File: src/rtl/miss_entry_table.sv
// Icache miss entry table: allocates the lowest free slot, issues pending entries
// to memory in index order, and retires an entry when memory answers it.
module miss_entry_table #(
  parameter int NUM_ENTRY   = 4,
  parameter int ENTRY_DEPTH = 2,
  parameter int ADDR_WIDTH  = 32,
  parameter int WID_WIDTH   = 3
) (
  input  logic                   clk,
  input  logic                   rst_n,
  input  logic                   alloc_valid_i,
  output logic                   alloc_ready_o,
  input  logic [ADDR_WIDTH-1:0]  alloc_addr_i,
  input  logic [WID_WIDTH-1:0]   alloc_wid_i,
  output logic [ENTRY_DEPTH-1:0] alloc_id_o,
  output logic                   mem_req_valid_o,
  input  logic                   mem_req_ready_i,
  output logic [ADDR_WIDTH-1:0]  mem_req_addr_o,
  output logic [ENTRY_DEPTH-1:0] mem_req_id_o,
  input  logic                   mem_rsp_valid_i,
  input  logic [ENTRY_DEPTH-1:0] mem_rsp_id_i,
  output logic                   rsp_valid_o,
  output logic [ADDR_WIDTH-1:0]  rsp_addr_o,
  output logic [WID_WIDTH-1:0]   rsp_wid_o,
  output logic [NUM_ENTRY-1:0]   valid_list_o,
  output logic                   full_o,
  output logic                   empty_o
);

  typedef enum logic [1:0] {E_FREE, E_PEND, E_ISSUED} entry_st_e;

  entry_st_e              st_q   [NUM_ENTRY];
  logic [ADDR_WIDTH-1:0]  addr_q [NUM_ENTRY];
  logic [WID_WIDTH-1:0]   wid_q  [NUM_ENTRY];
  logic                   lock_vld_q, lock_vld_d;
  logic [ENTRY_DEPTH-1:0] lock_id_q, lock_id_d;
  logic                   rsp_valid_q;
  logic [ADDR_WIDTH-1:0]  rsp_addr_q;
  logic [WID_WIDTH-1:0]   rsp_wid_q;

  logic                   pend_found;
  logic [ENTRY_DEPTH-1:0] free_id, pend_id;
  logic                   alloc_fire, issue_fire, retire;

  // Scan high to low so the lowest matching index wins.
  always_comb begin
    free_id      = '0;
    pend_id      = '0;
    pend_found   = 1'b0;
    valid_list_o = '0;
    for (int i = NUM_ENTRY - 1; i >= 0; i--) begin
      valid_list_o[i] = (st_q[i] != E_FREE);
      if (st_q[i] == E_FREE) free_id = ENTRY_DEPTH'(i);
      if (st_q[i] == E_PEND) begin
        pend_id    = ENTRY_DEPTH'(i);
        pend_found = 1'b1;
      end
    end
  end

  assign full_o          = &valid_list_o;
  assign empty_o         = ~|valid_list_o;
  assign alloc_ready_o   = ~full_o;
  assign alloc_id_o      = free_id;
  assign mem_req_valid_o = lock_vld_q | pend_found;
  assign mem_req_id_o    = lock_vld_q ? lock_id_q : pend_id;
  assign mem_req_addr_o  = addr_q[mem_req_id_o];

  assign alloc_fire = alloc_valid_i & alloc_ready_o;
  assign issue_fire = mem_req_valid_o & mem_req_ready_i;
  // Only an ISSUED entry (pre-edge) can retire; same-cycle issue+response is dropped.
  assign retire     = mem_rsp_valid_i & (st_q[mem_rsp_id_i] == E_ISSUED);

  always_comb begin
    lock_vld_d = lock_vld_q;
    lock_id_d  = lock_id_q;
    if (issue_fire) begin
      lock_vld_d = 1'b0;
    end else if (mem_req_valid_o) begin
      lock_vld_d = 1'b1;
      lock_id_d  = mem_req_id_o;
    end
  end

  always_ff @(posedge clk or negedge rst_n) begin
    if (!rst_n) begin
      for (int i = 0; i < NUM_ENTRY; i++) begin
        st_q[i]   <= E_FREE;
        addr_q[i] <= '0;
        wid_q[i]  <= '0;
      end
      lock_vld_q  <= 1'b0;
      lock_id_q   <= '0;
      rsp_valid_q <= 1'b0;
      rsp_addr_q  <= '0;
      rsp_wid_q   <= '0;
    end else begin
      // Alloc, issue and retire always target entries in distinct states.
      for (int i = 0; i < NUM_ENTRY; i++) begin
        if (alloc_fire && free_id == ENTRY_DEPTH'(i)) begin
          st_q[i]   <= E_PEND;
          addr_q[i] <= alloc_addr_i;
          wid_q[i]  <= alloc_wid_i;
        end
        if (issue_fire && mem_req_id_o == ENTRY_DEPTH'(i)) st_q[i] <= E_ISSUED;
        if (retire && mem_rsp_id_i == ENTRY_DEPTH'(i)) st_q[i] <= E_FREE;
      end
      lock_vld_q  <= lock_vld_d;
      lock_id_q   <= lock_id_d;
      rsp_valid_q <= retire;
      if (retire) begin
        rsp_addr_q <= addr_q[mem_rsp_id_i];
        rsp_wid_q  <= wid_q[mem_rsp_id_i];
      end
    end
  end

  assign rsp_valid_o = rsp_valid_q;
  assign rsp_addr_o  = rsp_addr_q;
  assign rsp_wid_o   = rsp_wid_q;

endmodule
File: config.mk
export PLATFORM = sky130hd
export DESIGN_NAME = miss_entry_table
export DESIGN_NICKNAME = d
export VERILOG_FILES = /design/src/rtl/miss_entry_table.sv
export SDC_FILE = /design/constraint.sdc
export NUM_CORES = 1
export LEC_CHECK = 0
export BUFFER_PORTS_ARGS = -buffer_cell sky130_fd_sc_hd__clkbuf_2
export CELL_PAD_IN_SITES_DETAIL_PLACEMENT = 1
export CELL_PAD_IN_SITES_GLOBAL_PLACEMENT = 1
export CORE_AREA = 2 2 172 140
export CTS_BUF_LIST = sky130_fd_sc_hd__clkbuf_8 sky130_fd_sc_hd__clkbuf_16
export DETAILED_ROUTE_END_ITERATION = 10
export DIE_AREA = 0 0 174 142
export PLACE_DENSITY = 0.67
export SYNTH_ARGS = -nofsm -noshare
export SYNTH_HDL_FRONTEND = slang
export SYNTH_SLANG_ARGS = --single-unit
File: constraint.sdc
create_clock -name clk -period 2.25 [get_ports clk]
set_clock_uncertainty 0.1 [all_clocks]
set_input_delay 0.3375 -clock clk [delete_from_list [all_inputs] [get_ports clk]]
set_output_delay 0.3375 -clock clk [all_outputs]
set_load 0.03 [all_outputs]
==> reports/qor.yml, run 1 <==
status: "finished, violations left"
violations: "setup timing"
vias_per_cell: 5.293
synth-edff-count: 0
critPathCaptureType: "output pin"
ys_seq_elements: 187
timing.final.ws_setup_ns: -0.4070
coreArea_um2: 23020
critPathMaxStageDelay_ns: 0.42
use_met2_pct: 34.85
critPathRequiredTime_ns: 1.81
rsz0062_at_grt: "true"
r2r_slack_ns: 0.16
cp_cell_sequence: "inv_2 > a21oi_4 > o21ai_4 > buf_8 > buf_12 > buf_16 > mux2i_2 > mux2i_1 > buf_4"
grt_overflow: 0
worst-path-max-fanout: 5
critPathTopFamily: "buffers and inverters"
synth.net_count: 641
post-route-min-period_ns: 2.657
clk_pin_slew_ns: 0.08
dp.final_hpwl_um: 15720
synthDistinctLibCells: 33
cts_root_buf: "clkbuf_16"
die_w_um: 174
grt_pass1_wl_um: 38510
critPathBufInv: 5
worstPathArrival_ns: 2.22
h-tree-depth: 4
hold_ws_ns: 0.06666
synth_area_leaders: "dfrtp_1 (52%), mux2_2 (18%), mux2i_1 (11%)"
syn_avg_cell_area_um2: 15.08
drive_above_1_share_pct: 59.31
cts_made_buffers: 17
synthCells: 599
fmax_mhz: 376.4
setup-tns-final_ns: -10.09
layout_commonest_cell: "dfrtp_1"
antenna_left: 0
design.die.area_um2: 24710
io_pins: 122
use_met1_pct: 27.26
antenna_found_initial: 0
drt_first_pass_iters: 4
cts.sinks: 187
netlist_area_um2: 9032
synth_warnings: 0
setup_viol: 34
hp-class: "input port to flop"
fp.dieH_um: 142
period_share_pct: 118.1
cts_buffer_depth: 2
grt.busiest_layer: "met2"
slew_headroom_pct: 65.27
grt_pass1_vias: 6541
synth_ff_type: "dfrtp_1"
drc: 0
routabilityCongestion: 0.7632
tightest_slew_ns: 0.5210
synth_top_area_share_pct: 51.81
via_count: 5806
nFillCells: 2295
cts_tree: "yes"
layout_common_cells: "dfrtp_1 (186), mux2_2 (147), clkbuf_2 (83)"
routed_wl_um: 24630
start_util_pct: 39.23
grt_max_degree: 52
synth_top_cell_by_area: "dfrtp_1"
cpMaxStageDelayCell: "dfrtp_1"
grt_use_met3_pct: 4.300
synth-seq-area-share_pct: 51.81
final_nets: 813
cp-start-kind: "flop"
drt-initial-drc-count: 269
fp-row-count: 50
hold_viol_final: 0
gr-usage-all-layers_pct: 20.60
clk_latency_ns: 0.43
drv_slew: 0
drt-wirelength-per-cell_um: 22.45
maxCapViolCount: 0
numPortBuffers: 121
crit_type: "flop to output pin"
area_growth_pct: 31.97
synthArstFlopShare_pct: 100.0
## cell type report
| cell class | instances | area [um^2] | share of cell area [%] |
|---|---|---|---|
| Tap cell | 312 | 390.4 | 3.275 |
| Multi-Input combinational cell | 362 | 4463 | 37.44 |
| Antenna cell | 1 | 2.502 | 0.02099 |
| Clock inverter | 15 | 175.2 | 1.470 |
| Clock buffer | 17 | 425.4 | 3.569 |
| Sequential cell | 187 | 4681 | 39.27 |
| Timing Repair Buffer | 190 | 1734 | 14.55 |
| Inverter | 13 | 48.80 | 0.4094 |
## worst register-to-register path, stage by stage, from the launching register on
cell     delay (ns)
dfrtp_1        0.41
buf_4          0.14
buf_4          0.13
nor2_4         0.06
buf_6          0.12
nor2_4         0.12
nand2_1        0.09
nor2_4         0.12
buf_4          0.31
mux2_2         0.38
## per-layer routing
layer | share of wire (%) | wire, um
met1 | 44 | 10900
met2 | 51 | 12510
met3 | 4.0 | 982
met4 | 0.97 | 239
met5 | 0 | 0
## what timing repair did
| action | 4_1_cts | 5_1_grt |
|---|---|---|
| setup buffers | 14 | 7 |
| pin swaps | 6 | 2 |
| setup endpoints to repair | 37 | 63 |
| gates resized for setup | 105 | 75 |
| hold buffers | 1 | 0 |
| cloned | 7 | 1 |
| endpoints found under the hold margin | 46 | 0 |
## per-stage QoR
stage	util (%)	worst slack, ns	instance area, um^2	instances
final	51.78	-0.4070	11920	1097
after global routing	51.77	-0.4815	11920	1096
after CTS	50.64	-0.3985	11660	1091
after detailed placement	44.69	-0.06308	10290	1037
after global placement	44.69	-0.02606	10290	1037
after floorplan	-	-0.03246	9046	599
## cells in the mapped netlist (all sizes together) (2+ instances only)
library cell	count
and2	2
nor2	12
nand2b	3
a21oi	6
and3	2
a41oi	3
mux2	176
mux4	35
dfrtp	187
mux2i	96
inv	13
nand2	8
o21ai	2
nand3	3
a31oi	4
buf	36
## cell families after synthesis
family	after synthesis	share of synthesized area [%]
muxes	307	41.31
DFF	187	51.81
buffers and inverters	50	3.241
and+or+nand+nor	35	1.995
AOI/OAI and AO/OA	20	1.649
## state kept, by name (all words and copies together), names as in the netlist
name,cells
rsp_wid_o,3
rsp_valid_o,1
st_q,8
lock_id_q,2
lock_vld_q,1
rsp_addr_o,32
addr_q,128
wid_q,12
## path summary, 6_finish.rpt
kind	endpoint	from	depth (start not counted)
max	mem_req_addr_o[13]	st_q[1]$_DFFE_PN0P_	9
min in group asynchronous	addr_q[122]$_DFFE_PN0P_	rst_n	2
min reg2reg	rsp_addr_o[11]$_DFFE_PN0P_	rsp_addr_o[11]$_DFFE_PN0P_	1
max reg2reg	addr_q[2]$_DFFE_PN0P_	st_q[6]$_DFFE_PN0P_	9
max in group asynchronous	addr_q[82]$_DFFE_PN0P_	rst_n	3
min	addr_q[9]$_DFFE_PN0P_	alloc_addr_i[9]	2
Power of run 1 is left out: the tool's default activity adds up to more than one toggle a clock period on the data nets, which glitch-free logic cannot reach.
==> run 2: changes to the inputs <==
Settings changed: ABC_AREA set to 1, CORE_AREA 2 2 172 140 to 2 2 172 141, DIE_AREA 0 0 174 142 to 0 0 174 143, GPL_ROUTABILITY_DRIVEN set to 1, PLACE_DENSITY 0.67 to 0.75.
==> run 2 against run 1 <==
Compared with the run above: the flow still finishes with violations (setup timing); first-iteration DRC count increased by 58%; count of clock-buffer cells in the layout unchanged; worst setup slack improved by 0.045 ns; area after synthesis increased by 0.91%; via count increased by 48%; die area increased by 0.70%; fmax increased by 1.7%; wire length increased by 28%; synthesized cell count increased by 100%; sequential cell count unchanged; hold slack improved by 0.016 ns; critical path type unchanged.
==> reports/qor.yml, run 2 <==
holdPathStages: 2  # unchanged
setup_viol: 33  # -2.9%
fmax_mhz: 382.9  # +1.7%
drc: 0  # unchanged
clk_latency_ns: 0.44  # about the same
layout_commonest_cell: "nand2_1"
synth-edff-count: 0  # unchanged
n_antenna_cell: 0  # -1
synth_commonest_cells: "nand2_1 (591), dfrtp_1 (187), o21ai_0 (90), o21ai_1 (86), inv_1 (78)"
drive_above_1_share_pct: 23.90  # -35 points
io_pins: 122  # unchanged
die_w_um: 174  # unchanged
hold_ws_ns: 0.08276  # +0.01610 ns
clk_pin_slew_ns: 0.07  # about the same
cts_root_buf: "clkbuf_16"
cts_tree: "yes"
synth_top_cell_by_area: "dfrtp_1"
layout_common_cells: "nand2_1 (505), dfrtp_1 (186), o21ai_1 (96)"
r2r_slack_ns: 0.29  # +0.13 ns
rsz0062_at_grt: "true"
post-route-min-period_ns: 2.612  # -0.04517 ns
synth_top_area_share_pct: 51.34  # -0.47 points
cp_cell_sequence: "inv_2 > or2_0 > nand2_1 > inv_4 > nand2_8 > clkinv_8 > clkbuf_16 > nand2_2 > nand2_1 > nand2_1 > nand2_2 > buf_6"
status: "finished, violations left"
regToRegEndpoint: "st_q[0]$_DFFE_PN0P_"
synth-seq-area-share_pct: 51.34  # -0.47 points
hp-class: "input port to flop"
cp-start-kind: "flop"
critPathTopFamily: "simple AND/OR/NAND/NOR gates"
fp.dieH_um: 143  # +0.70%
h-tree-depth: 4  # unchanged
hold_viol_final: 0  # unchanged
critPathMaxStageDelay_ns: 0.38  # -0.04 ns
leakagePower_nw: 5.980
worst_hold_startpoint: "mem_req_ready_i"
critPathCaptureType: "output pin"
cpMaxStageDelayCell: "dfrtp_1"
synth_area_leaders: "dfrtp_1 (51%), nand2_1 (24%), o21ai_0 (4.9%)"
violations: "setup timing"
cts.sinks: 187  # unchanged
routed_wl_um: 31620  # +28%
worst-path-max-fanout: 6  # +1
r2r_start: "lock_vld_q$_DFFE_PN0P_"
synthCells: 1209  # +100%
drt_first_pass_iters: 7  # +3
slew_headroom_pct: 61.57  # -3.7 points
via_count: 8605  # +48%
synth.net_count: 1251  # +95%
period_share_pct: 116.1  # -2.0 points
grt_overflow: 0  # unchanged
grt_pass1_vias: 8783  # +34%
drt-wirelength-per-cell_um: 19.06  # -15%
fp-row-count: 50  # unchanged
syn_avg_cell_area_um2: 7.539  # -50%
largest_reg_flops: 128  # unchanged
drt-initial-drc-count: 426  # +58%
antenna_left: 0  # unchanged
vias_per_cell: 5.187  # -2.0%
cp_common_cell: "nand2_1"
tightest_slew_ns: 0.5764  # +0.05540 ns
synth_warnings: 0  # unchanged
worstPathArrival_ns: 2.17  # -0.05 ns
vdd_drop_max_mv: 0.9446
netlist_area_um2: 9115  # +0.91%
grt_pass1_wl_um: 48450  # +26%
timing.final.ws_setup_ns: -0.3618  # +0.04517 ns
final_nets: 1376  # +69%
synthDistinctLibCells: 25  # -24%
start_util_pct: 39.59  # +0.36 points
cts_buffer_depth: 2  # unchanged
crit_type: "flop to output pin"
synthArstFlopShare_pct: 100.0  # unchanged
routabilityCongestion: 0.7893  # +3.4%
drv_slew: 0  # unchanged
yosysMostFrequentCell: "nand2_1"
coreArea_um2: 23020  # unchanged
synth_ff_type: "dfrtp_1"
reg2reg_depth: 12  # +3
p_per_area_nw_per_um2: 1947
ys_seq_elements: 187  # unchanged
critPathBufInv: 5  # unchanged
numPortBuffers: 121  # unchanged
post-place-ws_ns: 0.1230  # +0.1861 ns
dp.final_hpwl_um: 18940  # +20%
critPathRequiredTime_ns: 1.81  # about the same
largest-register: "addr_q"
design.die.area_um2: 24880  # +0.70%
grt_max_degree: 51  # -1.9%
min_to: "lock_vld_q$_DFFE_PN0P_"
cts_made_buffers: 17  # unchanged
maxCapViolCount: 0  # unchanged
antenna_found_initial: 1  # +1
area_growth_pct: 28.92
gr-usage-all-layers_pct: 25.02  # +4.4 points
-- run 2: changes by cell type after synthesis, sizes merged, moves of 17 or more --
cell,before,now
nand2,8,596
mux4,35,0
mux2,176,0
o2111ai,0,32
o21ai,2,176
buf,36,53
inv,13,91
mux2i,96,0
-- run 2: metal layers --
| layer | vias up | track usage, % | routed length, um |
|---|---|---|---|
| met4 | 2 | 5.617 | 333 |
| met3 | 26 | 4.313 | 1342 |
| li1 | 4088 | - | - |
| met1 | 4296 | 35.36 | 15030 |
| met5 | - | 0 | 13 |
| met2 | 193 | 40.43 | 14910 |
-- run 2: what timing repair did --
action | 4_1_cts | 5_1_grt
pin swaps | 5 | 36
buffers inserted | 2 | 8
gates resized for setup | 84 | 152
hold buffers | 1 | 0
endpoints found under the setup margin | 34 | 37
cloned | 5 | 7
endpoints found under the hold margin | 46 | 0
-- run 2: cell families after synthesis --
family	Yosys count	share of synthesized area, %
and+or+nand+nor	639	27.25
AOI/OAI and AO/OA	223	13.60
DFF	187	51.34
buffers and inverters	160	7.810
-- run 2: worst max path at each step --
| stage | start | end | cells past startpoint |
|---|---|---|---|
| 6_report | lock_vld_q$_DFFE_PN0P_ | mem_req_addr_o[7] | 12 |
| 4_1_cts | lock_vld_q$_DFFE_PN0P_ | mem_req_addr_o[16] | 12 |
| 3_3_place_gp | st_q[6]$_DFFE_PN0P_ | mem_req_addr_o[0] | 9 |
| 5_1_grt | lock_vld_q$_DFFE_PN0P_ | mem_req_addr_o[6] | 12 |
| 3_5_place_dp | st_q[6]$_DFFE_PN0P_ | mem_req_addr_o[0] | 9 |
| 2_1_floorplan | st_q[2]$_DFFE_PN0P_ | empty_o | 3 |
-- run 2: per-stage QoR --
stage / TNS [ns] / util, % / area, um^2 / cells / total power [W]
6_report: -10.48 / 51.04 / 11750 / 1659 / 0.02289
3_3_place_gp: 0 / 44.27 / 10190 / 1606 / 0.01570
2_1_floorplan: 0 / - / 9115 / 1209 / 0.01257
3_5_place_dp: 0 / 44.27 / 10190 / 1606 / 0.01601
4_1_cts: -8.782 / 48.65 / 11200 / 1646 / 0.02090
5_1_grt: -13.64 / 51.04 / 11750 / 1659 / 0.02428
-- run 2: final cells by class --
cell class,count,area (um^2)
fillers,2818,11270
inverters,91,359.1
multi-input cells,863,4088
repair buffers,174,1682
well taps,312,390.4
clock buffers,17,425.4
clock inverters,15,126.4
flip-flops and latches,187,4681
-- run 2: report_power, final --
group          internal, W  switching [W]
Clock              0.00152        0.00143
Combinational      0.00548        0.00848
Sequential         0.00486        0.00112
Total               0.0119         0.0110
Note: power is estimated with default switching activity, not from simulation.
